File: config.mk
export PLATFORM = sky130hd
export DESIGN_NAME = adc_scan_ctrl
export DESIGN_NICKNAME = d
export VERILOG_FILES = /design/src/rtl/adc_scan_ctrl.sv
export SDC_FILE = /design/constraint.sdc
export NUM_CORES = 1
export LEC_CHECK = 0
export ABC_AREA = 1
export BUFFER_PORTS_ARGS = -buffer_cell sky130_fd_sc_hd__buf_2
export CAP_MARGIN = 20
export CORE_MARGIN = 5
export CORE_UTILIZATION = 50
export CTS_CLUSTER_DIAMETER = 50
export DETAILED_ROUTE_END_ITERATION = 10
export HOLD_SLACK_MARGIN = 0.06
export PLACE_DENSITY = 0.8
export SLEW_MARGIN = 20
export SYNTH_ARGS = -nofsm -noshare
export SYNTH_HDL_FRONTEND = slang
export SYNTH_SLANG_ARGS = --single-unit
File: constraint.sdc
create_clock -name clk_25M -period 1.9 [get_ports clk_25M]
set_input_delay 0.475 -clock clk_25M [delete_from_list [all_inputs] [get_ports clk_25M]]
set_output_delay 0.475 -clock clk_25M [all_outputs]
set_load 0.05 [all_outputs]
File: src/rtl/adc_scan_ctrl.sv
// adc_scan_ctrl: SPI scan sequencer for the 8-channel soil-sensor ADC (cs_n/sclk/din, dout capture).
// Rev 1.0 - initial release
`default_nettype none

module adc_scan_ctrl #(
  parameter int CLK_DIV = 12,
  parameter int NUM_CH  = 8,
  parameter int CS_GAP  = 50
) (
  input  logic        clk_25M,
  input  logic        rst_n,
  input  logic        start,
  input  logic        cont,
  input  logic        dout,
  output logic        cs_n,
  output logic        sclk,
  output logic        din,
  output logic [11:0] data,
  output logic [2:0]  data_ch,
  output logic        data_valid,
  output logic        busy
);

  localparam logic [7:0] c_DIV_LAST = 8'(CLK_DIV - 1);
  localparam logic [7:0] c_GAP_LAST = 8'(CS_GAP - 1);
  localparam logic [3:0] c_NUM_CH   = 4'(NUM_CH);

  typedef enum logic [2:0] {
    S_IDLE  = 3'd0,
    S_SETUP = 3'd1,
    S_SHIFT = 3'd2,
    S_HOLD  = 3'd3,
    S_GAP   = 3'd4
  } state_t;

  state_t      r_state, w_state_nxt;
  logic [7:0]  r_cnt, w_cnt_nxt;
  logic [4:0]  r_half, w_half_nxt;
  logic [3:0]  r_f, w_f_nxt;
  logic [11:0] r_sh, w_sh_nxt;
  logic [1:0]  r_sync;
  logic        r_cs_n, w_cs_nxt;
  logic        r_sclk, w_sclk_nxt;
  logic        r_din, w_din_nxt;
  logic [11:0] r_data, w_data_nxt;
  logic [2:0]  r_ch, w_ch_nxt;
  logic        r_dv, w_dv_nxt;
  logic        r_busy, w_busy_nxt;

  logic [2:0]  w_addr;
  logic [3:0]  w_k_next;
  logic        w_last_div;
  logic        w_last_gap;

  // The extra frame at f == NUM_CH only flushes out the final pipelined result.
  assign w_addr     = (r_f < c_NUM_CH) ? r_f[2:0] : 3'd0;
  assign w_k_next   = r_half[4:1] + 4'd1;
  assign w_last_div = (r_cnt == c_DIV_LAST);
  assign w_last_gap = (r_cnt == c_GAP_LAST);

  always_ff @(posedge clk_25M or negedge rst_n) begin
    if (!rst_n) begin
      r_sync <= 2'b00;
    end else begin
      r_sync <= {r_sync[0], dout};
    end
  end

  always_ff @(posedge clk_25M or negedge rst_n) begin
    if (!rst_n) begin
      r_state <= S_IDLE;
      r_cnt   <= 8'd0;
      r_half  <= 5'd0;
      r_f     <= 4'd0;
      r_sh    <= 12'd0;
      r_cs_n  <= 1'b1;
      r_sclk  <= 1'b1;
      r_din   <= 1'b0;
      r_data  <= 12'd0;
      r_ch    <= 3'd0;
      r_dv    <= 1'b0;
      r_busy  <= 1'b0;
    end else begin
      r_state <= w_state_nxt;
      r_cnt   <= w_cnt_nxt;
      r_half  <= w_half_nxt;
      r_f     <= w_f_nxt;
      r_sh    <= w_sh_nxt;
      r_cs_n  <= w_cs_nxt;
      r_sclk  <= w_sclk_nxt;
      r_din   <= w_din_nxt;
      r_data  <= w_data_nxt;
      r_ch    <= w_ch_nxt;
      r_dv    <= w_dv_nxt;
      r_busy  <= w_busy_nxt;
    end
  end

  always_comb begin
    w_state_nxt = r_state;
    w_cnt_nxt   = r_cnt + 8'd1;
    w_half_nxt  = r_half;
    w_f_nxt     = r_f;
    w_sh_nxt    = r_sh;
    w_cs_nxt    = r_cs_n;
    w_sclk_nxt  = r_sclk;
    w_din_nxt   = r_din;
    w_data_nxt  = r_data;
    w_ch_nxt    = r_ch;
    w_dv_nxt    = 1'b0;
    w_busy_nxt  = r_busy;
    case (r_state)
      S_IDLE: begin
        w_cnt_nxt = 8'd0;
        if (start || cont) begin
          w_state_nxt = S_SETUP;
          w_busy_nxt  = 1'b1;
          w_f_nxt     = 4'd0;
          w_cs_nxt    = 1'b0;
          w_sclk_nxt  = 1'b1;
          w_din_nxt   = 1'b0;
        end
      end
      S_SETUP: begin
        if (w_last_div) begin
          w_state_nxt = S_SHIFT;
          w_cnt_nxt   = 8'd0;
          w_half_nxt  = 5'd0;
          w_sclk_nxt  = 1'b0;
          w_din_nxt   = 1'b0;
        end
      end
      S_SHIFT: begin
        if (w_last_div) begin
          w_cnt_nxt = 8'd0;
          if (r_half == 5'd31) begin
            w_state_nxt = S_HOLD;
          end else begin
            w_half_nxt = r_half + 5'd1;
            w_sclk_nxt = ~r_sclk;
            if (r_half[0]) begin
              // Falling edge: present the address bit for the next period.
              case (w_k_next)
                4'd2:    w_din_nxt = w_addr[2];
                4'd3:    w_din_nxt = w_addr[1];
                4'd4:    w_din_nxt = w_addr[0];
                default: w_din_nxt = 1'b0;
              endcase
            end else if (r_half[4:1] >= 4'd4) begin
              w_sh_nxt = {r_sh[10:0], r_sync[1]};
            end
          end
        end
      end
      S_HOLD: begin
        if (w_last_div) begin
          w_state_nxt = S_GAP;
          w_cnt_nxt   = 8'd0;
          w_cs_nxt    = 1'b1;
          if (r_f != 4'd0) begin
            w_dv_nxt   = 1'b1;
            w_data_nxt = r_sh;
            w_ch_nxt   = r_f[2:0] - 3'd1;
          end
        end
      end
      S_GAP: begin
        if (w_last_gap) begin
          w_cnt_nxt = 8'd0;
          if (r_f < c_NUM_CH) begin
            w_f_nxt     = r_f + 4'd1;
            w_state_nxt = S_SETUP;
            w_cs_nxt    = 1'b0;
          end else if (cont) begin
            w_f_nxt     = 4'd0;
            w_state_nxt = S_SETUP;
            w_cs_nxt    = 1'b0;
          end else begin
            w_state_nxt = S_IDLE;
            w_busy_nxt  = 1'b0;
          end
        end
      end
      default: begin
        w_state_nxt = S_IDLE;
      end
    endcase
  end

  assign cs_n       = r_cs_n;
  assign sclk       = r_sclk;
  assign din        = r_din;
  assign data       = r_data;
  assign data_ch    = r_ch;
  assign data_valid = r_dv;
  assign busy       = r_busy;

endmodule

`default_nettype wire

==> out/qor.txt <==
Initial antenna violation count: 0
Endpoint class of the critical path: flip-flop
R2r startpoint: r_half[1]$_DFFE_PN0P_
Syn Nets: 312
Antenna viol nets, final: 0
Async SR Flop Fraction: 1.00
Nets: 341
Number of flops mapped to enable cells by yosys: 0
CP Max Fanout: 24
Status: completed
IO buf count: 24
CTS tree: built
Final period util: 0.899
Startpoint types: flip-flop
Core area: 5410 µm²
CP Class: reg -> reg
Reg clk slew, reported paths: 0.09 ns
Hold Path Class: in -> async
Synthesized instance count: 301
CP max stage delay: 0.42 ns
First-pass DRT Iterations: 4
Largest net degree at the start of global routing: 55
Post-synthesis mux area share: 0
Critical path cell sequence: ha_1 -> nand2_1 -> nor2_1 -> ha_1 -> a21oi_2 -> nand4_4 -> buf_12 -> nor2_1 -> a21oi_2
Layout Area Growth over Synthesis: 10.6%
Clk sink count: 54
DP Worst Slack: 0.123 ns
Global route overflow: 0
Buf/Inv on CP: 1
Via count: 2027
PD cells: 601 nW/µm²
Clk_lat worst skew: 0.31 ns
Synth Register Bits: 54
# Max-Cap Violations: 0
Unrepaired setup endpoints after global routing: false
Row cnt: 27
Avg Synthesized Cell Area: 9.07 µm²
HPWL after DPL: 3.61 mm
R2R Path End: r_sh[0]$_DFFE_PN0P_
Data required, critical path: 2.11 ns
Die area: 7040 µm²
Clk root buf: clkbuf_8
Setup TNS: 0 ns
Cell Area, Synth: 2730 µm²
Most common cell after layout, fill and taps aside: nand2_1
Number of global-route vias before repair: 1963
Final wirelength: 4.91 mm
Synth Area in Compound Gates: 0.146
YS warnings: 0
Fraction of layout cells with a size suffix above 1: 0.260
FF-to-FF path depth: 9
Predominant post-synthesis flop cell: dfrtp_1
Hold Violations, Final: 0
Drt first-iter violations: 110
Maximum vdd drop: 0.508 mV
# IOs: 25
Slowest CP cell: dfrtp_1
Least-Margin Pin Slew: 0.402 ns
Lkg Pwr: 1.41 nW
Largest family of logic cells by synthesized area: simple AND/OR/NAND/NOR gates
Wire per inst: 12.2 µm
DIE HEIGHT: 83.9 µm
Fin crit period: 1.71 ns
Via-per-instance ratio: 5.03
Count of different cell masters after synthesis: 32
Worst setup margin: 0.192 ns
Top cell family by delay on the critical path: flip-flops
Ant diodes: 0
Worst clock skew: 0.00645 ns
CTS Buf Count: 5
Most frequent cells in the layout: nand2_1, dfrtp_1, inv_1
Synth Area in XOR/XNOR: 0.0225
# Post-CTS Setup Buffers: 0
Global placer's final weighted congestion: 0.920
Worst rel slew slack: 0.732
Max H-tree Level: 2
Final setup violation count: 0
Initial Util: 0.505
Post-Synth Adder-Cell Area: 0.0275
Slew Limit Fails: 0
Highest Clock Rate: 586 MHz
CTS Buffer Depth: 2
Global-route wire length before repair: 8.86 mm
Arr. time, crit path: 1.91 ns
Post-route DRC: 0
R2R setup slack: 0.19 ns
Sequential element share of the synthesized area: 0.496
Total track usage: 0.154
Post-Synth Simple-Gate Area: 0.229
DIE WIDTH: 83.9 µm
[Yosys cell counts (2+ instances only)]
cell type,n,share of area
buf_6,5,0.021
a21oi_1,14,0.026
o21ai_2,23,0.074
o21ai_1,11,0.020
nand2_2,10,0.023
nor2_4,5,0.021
dfrtp_1,52,0.48
xnor2_1,3,0.0096
dfstp_2,2,0.019
ha_1,6,0.027
xor2_1,4,0.013
o21ai_0,10,0.018
nand3_1,12,0.022
inv_2,4,0.0055
inv_1,35,0.048
nor3_1,6,0.011
nand2_1,67,0.092
nand4_1,3,0.0069
nor2_1,16,0.022
[report_power, final]
group	leakage (nW)	total, W	switching, W	internal [W]
Combinational	0.684	0.0000354	0.0000264	0.00000900
Sequential	0.692	0.00115	0.000000581	0.00115
Clock	0.0385	0.000628	0.000366	0.000262
Total	1.41	0.00181	0.000393	0.00142
[routing by layer]
metal  GRT usage  up-vias  wire length [µm]
li1            -     1029                 -
met1       0.207      941              2300
met2       0.241       51              2290
met3      0.0405        6               245
met4      0.0526        0                78
met5           0        -                 0
[worst max-delay path by stage]
stage | from | to | slack (ns) | cells past startpoint
floorplan | r_half[0]$_DFFE_PN0P_ | r_sh[10]$_DFFE_PN0P_ | 0.28 | 9
global placement | r_half[0]$_DFFE_PN0P_ | r_sh[0]$_DFFE_PN0P_ | 0.21 | 9
detailed placement | r_half[1]$_DFFE_PN0P_ | r_sh[0]$_DFFE_PN0P_ | 0.12 | 9
CTS | r_half[1]$_DFFE_PN0P_ | r_sh[0]$_DFFE_PN0P_ | 0.12 | 9
global route | r_half[1]$_DFFE_PN0P_ | r_sh[0]$_DFFE_PN0P_ | 0.08 | 9
finish | r_half[1]$_DFFE_PN0P_ | r_sh[0]$_DFFE_PN0P_ | 0.19 | 9
[area by class of cell]
type	instances	area, µm²
repair buffers	28	175
clock buffers	7	76.3
multi-input cells	201	1160
flip-flops and latches	54	1350
well taps	72	90.1
clock inverters	1	7.51
fillers	499	2390
inverters	40	151
[logic make-up after synthesis]
kind of cell / after synthesis
flip-flops: 54
XOR/XNOR: 7
AND/OR/NAND/NOR: 127
buffers and inverters: 46
adder cells (fa/ha/maj): 6
AO/OA/AOI/OAI: 61
[metrics by stage]
stage / util / instances / power (W) / hold WS [ns] / cell area (µm²)
detailed placement: 0.542 / 395 / 0.00121 / 0.337 / 2930
global route: 0.559 / 403 / 0.00189 / 0.157 / 3020
global placement: 0.542 / 395 / 0.00121 / 0.333 / 2930
floorplan: - / 301 / 0.00118 / 0.179 / 2730
CTS: 0.558 / 403 / 0.00184 / 0.151 / 3020
finish: 0.559 / 403 / 0.00181 / 0.142 / 3020
[sequential cells by signal, summed over array words and instances, names as in the netlist]
| register | flops |
|---|---|
| data | 12 |
| r_sh | 12 |
| r_cnt | 8 |
| r_half | 5 |
| r_f | 4 |
| data_ch | 3 |
| r_state | 3 |
| r_sync | 2 |
| busy | 1 |
| cs_n | 1 |
| data_valid | 1 |
| din | 1 |
| sclk | 1 |
[timing repair]
item | CTS | global route
hold buffers | 0 | 0
setup endpoints to repair | 0 | 1
resized for setup | 0 | 1
Note: power is estimated with default switching activity, not from simulation.
